$ cat config.mk
export PLATFORM = sky130hd
export DESIGN_NAME = pc_sequencer
export DESIGN_NICKNAME = d
export VERILOG_FILES = /design/src/rtl/pc_sequencer.sv
export SDC_FILE = /design/constraint.sdc
export NUM_CORES = 1
export LEC_CHECK = 0
export CORE_MARGIN = 8
export CORE_UTILIZATION = 54
export DETAILED_ROUTE_END_ITERATION = 12
export GPL_TIMING_DRIVEN = 0
export PLACE_DENSITY = 0.87
export SLEW_MARGIN = 20
export SYNTH_ARGS = -nofsm -noshare
export SYNTH_HDL_FRONTEND = slang
export SYNTH_SLANG_ARGS = --single-unit
$ cat constraint.sdc
create_clock -name clk -period 4 [get_ports clk]
set_input_delay 0.8 -clock clk [delete_from_list [all_inputs] [get_ports clk]]
set_output_delay 0.8 -clock clk [all_outputs]
set_load 0.02 [all_outputs]
$ cat src/rtl/pc_sequencer.sv
// Fetch-stage PC controller: owns the PC, drives the imem request, sequences redirects/flushes.
// Redirects that land while a fetch is pending are parked until imem accepts, keeping the address stable.
module pc_sequencer #(
  parameter int              XLEN     = 32,
  parameter logic [XLEN-1:0] RESET_PC = '0,
  parameter int              CNT_W    = 16
) (
  input  logic             clk,
  input  logic             rst,
  input  logic             stall_i,
  input  logic             PCSel,
  input  logic [XLEN-1:0]  target_EX,
  input  logic             imem_ready,
  output logic             imem_req,
  output logic [XLEN-1:0]  pc_IF,
  output logic [XLEN-1:0]  pc_plus4_IF,
  output logic             flush_IF_ID,
  output logic             flush_ID_EX,
  output logic             misalign_o,
  output logic [CNT_W-1:0] redirect_cnt
);

  typedef enum logic [1:0] {BOOT, FETCH, REDIR_PEND} state_t;

  state_t           state_q, state_d;
  logic [XLEN-1:0]  pc_q, pc_d;
  logic [XLEN-1:0]  pend_q, pend_d;
  logic [CNT_W-1:0] cnt_q, cnt_d;
  logic             mis_q, mis_d;
  logic             redirect;
  logic [XLEN-1:0]  tgt_masked;

  assign tgt_masked = {target_EX[XLEN-1:1], 1'b0};

  always_comb begin
    state_d     = state_q;
    pc_d        = pc_q;
    pend_d      = pend_q;
    imem_req    = 1'b0;
    flush_IF_ID = 1'b0;
    flush_ID_EX = 1'b0;
    redirect    = 1'b0;
    case (state_q)
      BOOT: state_d = FETCH;
      FETCH: begin
        imem_req = 1'b1;
        if (PCSel) begin
          redirect    = 1'b1;
          flush_IF_ID = 1'b1;
          flush_ID_EX = 1'b1;
          if (imem_ready) begin
            pc_d = tgt_masked;
          end else begin
            pend_d  = tgt_masked;
            state_d = REDIR_PEND;
          end
        end else if (!stall_i && imem_ready) begin
          pc_d = pc_q + XLEN'(4);
        end
      end
      REDIR_PEND: begin
        // Address stays at the stale PC until imem takes it; that fetch is then flushed.
        imem_req = 1'b1;
        if (PCSel) begin
          redirect    = 1'b1;
          flush_IF_ID = 1'b1;
          flush_ID_EX = 1'b1;
          if (imem_ready) begin
            pc_d    = tgt_masked;
            state_d = FETCH;
          end else begin
            pend_d = tgt_masked;
          end
        end else if (imem_ready) begin
          flush_IF_ID = 1'b1;
          pc_d        = pend_q;
          state_d     = FETCH;
        end
      end
      default: state_d = BOOT;
    endcase
    cnt_d = (redirect && (cnt_q != '1)) ? cnt_q + CNT_W'(1) : cnt_q;
    mis_d = redirect & target_EX[1];
  end

  always_ff @(posedge clk or posedge rst) begin
    if (rst) begin
      state_q <= BOOT;
      pc_q    <= RESET_PC;
      pend_q  <= '0;
      cnt_q   <= '0;
      mis_q   <= 1'b0;
    end else begin
      state_q <= state_d;
      pc_q    <= pc_d;
      pend_q  <= pend_d;
      cnt_q   <= cnt_d;
      mis_q   <= mis_d;
    end
  end

  assign pc_IF        = pc_q;
  assign pc_plus4_IF  = pc_q + XLEN'(4);
  assign misalign_o   = mis_q;
  assign redirect_cnt = cnt_q;

endmodule

After elaboration in Yosys (flattened, before gate mapping). Cells that the tools add are included.

Reductions and logical operators: 9. Multiplexer cells: 16. Add/sub/neg operators: 2. Equal/unequal tests: 8. Bitwise gates (word level): 2.

Operator list (count): 32-bit 2-to-1 mux (5); 32-bit one-hot mux with 2 select lines (1); 32-bit by 3-bit adder with 32-bit output (second input constant) (1); 16-bit by 1-bit adder with 16-bit output (second input constant) (1); 16-bit inequality test (second input constant) (1); 3-bit AND reduction (3); 2-bit 2-to-1 mux (3); 2-bit inequality test (second input constant) (3); 3-bit inequality test (second input constant) (2); 2-bit one-hot mux with 3 select lines (1); 1-bit 2-to-1 mux (5); 2-bit by 1-bit == test with 1-bit output (second input constant) (1); 2-bit == test (second input constant) (1); 1-bit logical AND (2); 2-bit logical NOT (1); 1-bit one-hot mux with 2 select lines (1); 2-bit nonzero test (1); 2-bit OR reduction (1); 1-bit AND (1); 1-bit logical NOT (1); 1-bit inverter (1).

Bits in registers: 82. Logic and storage cells: 42. Input bits: 37. Output and inout bits: 84.

Logic depth before layout (Yosys ltp). Gate-level depths: netlist (run 1).

Depth in word-level cells: 5. Depth in mapped cells: 10. Depth with buffers taken out: 7.

Worst setup path after synthesis (run 1). No wires, ideal clock.

Path kind: register -> output. Start point: register pc_q[2] (netlist: pc_IF[2]). End point: output pc_plus4_IF[26]. Arrival: 2.245 ns. Cell stages (with the launch flop): 6. Setup slack: 0.955 ns. Path through: dfrtp_1 ha_1 nand4_1 or2_2 or4_1 xnor2_1.

Word-level cells in the longest chain between the ends: 1.

RTL lines: from (decl) (line 26) `logic [XLEN-1:0] pc_q, pc_d;`; from (signal assigned) (line 95) `pc_q <= pc_d;`; 32-bit by 3-bit adder with 32-bit output (line 103) `assign pc_plus4_IF = pc_q + XLEN'(4);`; to (decl) (line 16) `output logic [XLEN-1:0] pc_plus4_IF,`.

No other way between the ends.

Worst setup path in the final report (run 1).
Start point: register pc_q[2] (netlist: pc_IF[2]). End point: output pc_plus4_IF[24].

Same word-level chain as after synthesis.

==> impl_metrics.ini, run 1 <==
[routing]
vias = 4609
drc_errors = 0
vias_per_cell = 6.187
final_antenna_net_count = 0
avgRoutedWirePerCell_um = 20.17
first_iter_violations = 371
wirelength_um = 15030
drt-pass1-iter-count = 5

[clocking]
cts_hold_buf = 0
h-tree-depth = 3
cts_buffers = 9
clk_path_buf_depth = 2
cts_tree = built
clkTransAtPathRegs_ns = 0.09
cts_sinks = 82
clkLatencyLatePin_ns = 0.36
clockRootBuffer = clkbuf_8

[synthesis]
synth_common_cells = dfrtp_1, mux2_2, nand2_1, nor2_1, o21ai_0
synth_edf_count = 0
synth_cell_types = 62
yosysWarningCount = 0
synth_area_mm2 = 0.004838
synth.area.mux_share_pct = 11.20
synth_top_area_share_pct = 42.41
synth.area.top_cells = dfrtp_1, mux2_2, xnor2_1
synth_cells = 501
synth-compound-area-share_pct = 17.15
yosys_most_used_dff = dfrtp_1
yosysMostFrequentCell = dfrtp_1
synth-adder-area-share_pct = 1.552
ys_ff_latch = 82
synth_seq_area_share_pct = 42.41
avgSynthCellArea_um2 = 9.657
synth_top_family_by_area = compound AO/OA/AOI/OAI gates
synth_simple_gate_area_share_pct = 15.85
syn-num-nets = 544
synthXorXnorAreaFrac_pct = 7.422
yosysTopAreaCell = dfrtp_1
async_flop_share_pct = 100.0

[worst_setup_path]
crit_chain = ha_1 -> nand4_1 -> nor2_1 -> nand3_1 -> xnor2_1 -> clkdlybuf4s50_1
cp_max_fo = 6
path_depth = 6
cp_num_buf_inv = 1
crit_required_ns = 3.20
rr_startpoint = state_q[1]
critPathArrivalTime_ns = 3.09
max_stage_delay_ns = 0.65
path_class = reg2out
crit_family = simple AND/OR/NAND/NOR gates
reg2reg_depth = 8
end_kind = output pin
cp-start-kind = register
startpoint = pc_IF[2]
slowest_stage = clkdlybuf4s50_1
reg2reg_slack_ns = 1.26

[global_route]
grtUsageTotal_pct = 23.27
grt_pass1_wl_um = 23710
antenna_found_initial = 0
grt_start_max_net_pins = 49
grt_pass1_vias = 4607
grt_overflow = 0

[finish]
nets = 675
n_antenna_cell = 0
finalInstanceArea_mm2 = 0.006444
drive_gt1_share_pct = 12.56
layout.cells.non_filler = 745
area_delta_synth_final_pct = 33.18

[power]
peakVddDrop_mv = 0.3652
p_per_area_mw_per_mm2 = 763.7
p_total_mw = 4.921
pwr-share-comb_pct = 55.1
p_int_mw = 2.821
p_sw_mw = 2.100
p_leak_nw = 2.652
seq_power_share_pct = 30.9
clkPwrFrac_pct = 13.9
p_sw_share_pct = 42.68

[floorplanning]
dieArea_mm2 = 0.01224
die_w_um = 110.7
num_rows = 34
placeableCoreArea_mm2 = 0.008721
die_h_um = 110.7
io_pins = 121
start_util_pct = 55.48

[sta]
final-hold-violation-count = 0
rsz0062_at_grt = no
max_freq_mhz = 257.1
finalMaxSlewViolations = 0
setup_viol = 0
fin_crit_ns = 3.889
maxSlewHeadroom_pct = 46.29
period_share_pct = 97.23
clock_skew_ns = 0.01469
finalWorstSetupSlack_ns = 0.1107
worstMarginPinSlew_ns = 0.8056
setup-tns-final_ns = 0

[job]
cap_violations = 0

[placement]
port_buffers = 117
place_ws_ns = 0.2211
post-dp-hpwl_um = 10890
gp_congestion = 0.9098
dpl_cell_area_mm2 = 0.006175
dp.cells = 727

[min_path]
hp-class = reg2reg
hold_path_depth = 1
min-delay-start = redirect_cnt[7]

[run_status]
status = completed
repair_timing:
item | 4_1_cts | 5_1_grt
cloned | 0 | 0
pin swaps | 0 | 0
setup endpoints to repair | 5 | 6
hold endpoints to repair | 0 | 0
setup buffers | 0 | 2
resized for setup | 2 | 9
routing by layer:
metal | vias to the layer above | share of wire (%) | global-route usage (%) | wire length [µm]
li1 | 2084 | - | - | -
met1 | 2218 | 39 | 26.41 | 5816
met2 | 282 | 49 | 39.19 | 7304
met3 | 25 | 11 | 7.576 | 1582
met4 | 0 | 2.1 | 9.910 | 323
met5 | - | 0 | 0 | 0
sequential cells by signal, indices dropped and copies added, names as in the netlist:
register	count
pc_IF	32
pend_q	31
redirect_cnt	16
state_q	2
misalign_o	1
through the flow:
stage / hold slack, ns / utilization, %
3_5_place_dp: 0.4852 / 70.80
6_report: 0.5022 / 73.89
5_1_grt: 0.5271 / 73.89
4_1_cts: 0.5041 / 73.46
3_3_place_gp: 0.4842 / 70.46
2_1_floorplan: 0.4737 / -
power by group through the flow:
stage          Clock [mW]  Sequential [mW]  Combinational [mW]
6_report            0.686             1.52                2.71
5_1_grt             0.713             1.56                2.89
4_1_cts             0.683             1.51                2.70
3_5_place_dp            0             1.52                2.68
3_3_place_gp            0             1.50                2.60
2_1_floorplan           0             1.65                1.43
area by class of cell:
class / count / area (µm²)
Tap cell: 108 / 135.1
Clock inverter: 4 / 75.07
Buffer: 31 / 142.6
Clock buffer: 12 / 145.1
Multi-Input combinational cell: 368 / 2597
Fill cell: 612 / 2277
Inverter: 20 / 77.57
Sequential cell: 82 / 2052
Timing Repair Buffer: 120 / 1219
logic make-up (layout without fill, tap and decap cells):
| logic type | Yosys count | count (layout) |
|---|---|---|
| flops | 82 | 82 |
| simple gates | 151 | 151 |
| compound gates | 121 | 121 |
| fa+ha+maj | 6 | 6 |
| xor+xnor | 41 | 41 |
| mux | 49 | 49 |
| buf+inv | 51 | 187 |
placed cells by master (no fill, tap or decap), types with 17 or more instances in the layout:
master	instances
inv_1	19
nand3_1	18
o21ai_0	28
clkdlybuf4s50_1	115
a21oi_1	25
dfrtp_1	82
nand2_1	36
xnor2_1	27
nor2_1	34
mux2_2	40
clkbuf_1	17
path summary, 6_finish.rpt:
| path | endpoint |
|---|---|
| setup / recovery | pc_plus4_IF[24] |
| hold / removal | redirect_cnt[7] |
| setup reg to reg | pc_IF[14] |
| hold reg to reg | redirect_cnt[7] |
| max in group asynchronous | pend_q[24] |
| min in group asynchronous | redirect_cnt[0] |
Power figures use the tool's default switching activity.
==> run 2, diff against run 1 <==
--- a/config.mk
+++ b/config.mk
@@ -7,9 +7,11 @@
 export LEC_CHECK = 0
 export CORE_MARGIN = 8
 export CORE_UTILIZATION = 54
+export CTS_CLUSTER_SIZE = 14
 export DETAILED_ROUTE_END_ITERATION = 12
 export GPL_TIMING_DRIVEN = 0
 export PLACE_DENSITY = 0.87
+export RECOVER_POWER = 50
 export SLEW_MARGIN = 20
 export SYNTH_ARGS = -nofsm -noshare
 export SYNTH_HDL_FRONTEND = slang
==> run 2 against run 1 <==
  * The flow now finishes with violations (capacitance limit, slew limit)
  * Design area down 0.37%
  * Wire length down 0.47%
  * Clock skew is 0.00093 ns lower
  * Count of clock-buffer cells in the layout unchanged
  * Die area unchanged
  * Critical path depth unchanged
  * Clock power down 0.7%
  * Register-to-register slack barely moved
  * Via count hardly changed
  * Core utilization down 0.27 points
  * Power fell by 0.71%
==> impl_metrics.ini, run 2 (same netlist as run 1, synthesis figures left out) <==
[run_status]
status = finished with violations
violations = capacitance limit, slew limit

[finish]
n_antenna_cell = 0
area_delta_synth_final_pct = 32.69
layout.cells.non_filler = 745
nets = 675
drive_gt1_share_pct = 12.56
fin_util_pct = 73.62
largest_reg_flops = 32
final_cell_mix = clkdlybuf4s50_1, dfrtp_1, mux2_2, nand2_1, nor2_1
fillCellCount = 615
layout_commonest_cell = clkdlybuf4s50_1

[floorplanning]
num_rows = 34
dieArea_mm2 = 0.01224
start_util_pct = 55.48
io_pins = 121
die_h_um = 110.7
die_w_um = 110.7
placeableCoreArea_mm2 = 0.008721

[power]
p_leak_nw = 2.669
peakVddDrop_mv = 0.3630
p_per_area_mw_per_mm2 = 761.1

[clocking]
cts_tree = built
clk_path_buf_depth = 2
h-tree-depth = 3
clkTransAtPathRegs_ns = 0.09
cts_sinks = 82
cts_buffers = 9
clockRootBuffer = clkbuf_8
clkLatencyLatePin_ns = 0.36

[sta]
clock_skew_ns = 0.01376
holdWs_ns = 0.4962
fin_crit_ns = 3.858
worstMarginPinSlew_ns = 1.539
period_share_pct = 96.45
max_freq_mhz = 259.2
finalWorstSetupSlack_ns = 0.1418
maxSlewHeadroom_pct = -3.145
final-hold-violation-count = 0
rsz0062_at_grt = no
finalMaxSlewViolations = 36
setup_viol = 0

[routing]
vias_per_cell = 6.185
first_iter_violations = 372
vias = 4608
final_antenna_net_count = 0
avgRoutedWirePerCell_um = 20.08
drc_errors = 0
drt-pass1-iter-count = 5
wirelength_um = 14960

[global_route]
grt_use_met1_pct = 26.41
grt_start_max_net_pins = 49
grt_pass1_vias = 4607
grt_pass1_wl_um = 23710
grt_overflow = 0
grt_util_met2_pct = 39.19
grt_busiest_layer = met2
antenna_found_initial = 0
grtUsageTotal_pct = 23.27
use_met3_pct = 7.576

[worst_setup_path]
end_kind = output pin
crit_chain = ha_1 -> nand4_1 -> nor2_1 -> nand3_1 -> xnor2_1 -> clkdlybuf4s50_1
crit_required_ns = 3.20
slowest_stage = clkdlybuf4s50_1
cp-start-kind = register
critPathArrivalTime_ns = 3.06
path_class = reg2out
cp_max_fo = 6
max_stage_delay_ns = 0.64

[placement]
port_buffers = 117
post-dp-hpwl_um = 10890
gp_congestion = 0.9098
dp.cells = 727
place_ws_ns = 0.2211

[job]
cap_violations = 1

[min_path]
hp-class = reg2reg
## run 2: cell type report
type / count / area [µm²] / share of cell area (%)
Buffer: 31 / 142.6 / 2.222
Clock buffer: 12 / 145.1 / 2.261
Clock inverter: 4 / 75.07 / 1.169
Inverter: 20 / 76.32 / 1.189
Multi-Input combinational cell: 368 / 2597 / 40.46
Sequential cell: 82 / 2052 / 31.96
Tap cell: 108 / 135.1 / 2.105
Timing Repair Buffer: 120 / 1196 / 18.63
## run 2: worst max-delay path, delay by kind of cell (launching register included)
family        cells  cell delay (ns)
xor+xnor          1             0.26
buf+inv           1             0.64
simple gates      3             1.08
fa+ha+maj         1             0.28
flops             1             0.43
## run 2: through the flow
step | instance area [µm²] | TNS (ns) | power, mW
final | 6420 | 0 | 4.886
after global routing | 6420 | 0 | 5.132
after CTS | 6406 | 0 | 4.894
after detailed placement | 6175 | 0 | 4.203
after global placement | 6145 | -18.83 | 4.100
after floorplan | 4838 | 0 | 3.078
## run 2: power by group
group          internal (mW)  switching (mW)  leakage (nW)
clock network          0.370           0.311         0.103
registers               1.17           0.344         0.986
logic                   1.25            1.44          1.58
total                   2.79            2.09          2.67
## run 2: worst paths after layout
path                                 startpoint               to  slack (ns)  cells past startpoint
worst max-delay path                   pc_IF[2]  pc_plus4_IF[24]        0.14                      6
worst min-delay path            redirect_cnt[7]  redirect_cnt[7]        0.50                      1
worst max register to register       state_q[1]        pc_IF[14]        1.25                      8
worst min register to register  redirect_cnt[7]  redirect_cnt[7]        0.50                      1
max in group asynchronous                   rst       pend_q[24]        0.94                      3
min in group asynchronous                   rst  redirect_cnt[0]        1.25                      2
## run 2: repair_timing
item	in CTS	in global routing
setup buffers	0	2
hold buffers	0	0
setup endpoints to repair	5	6
resized for setup	2	9
## run 2: routing by layer
| metal | vias up | part of all wire [%] |
|---|---|---|
| met4 | 0 | 2.3 |
| met3 | 30 | 9.9 |
| li1 | 2088 | - |
| met5 | - | 0 |
| met2 | 242 | 49 |
| met1 | 2248 | 39 |
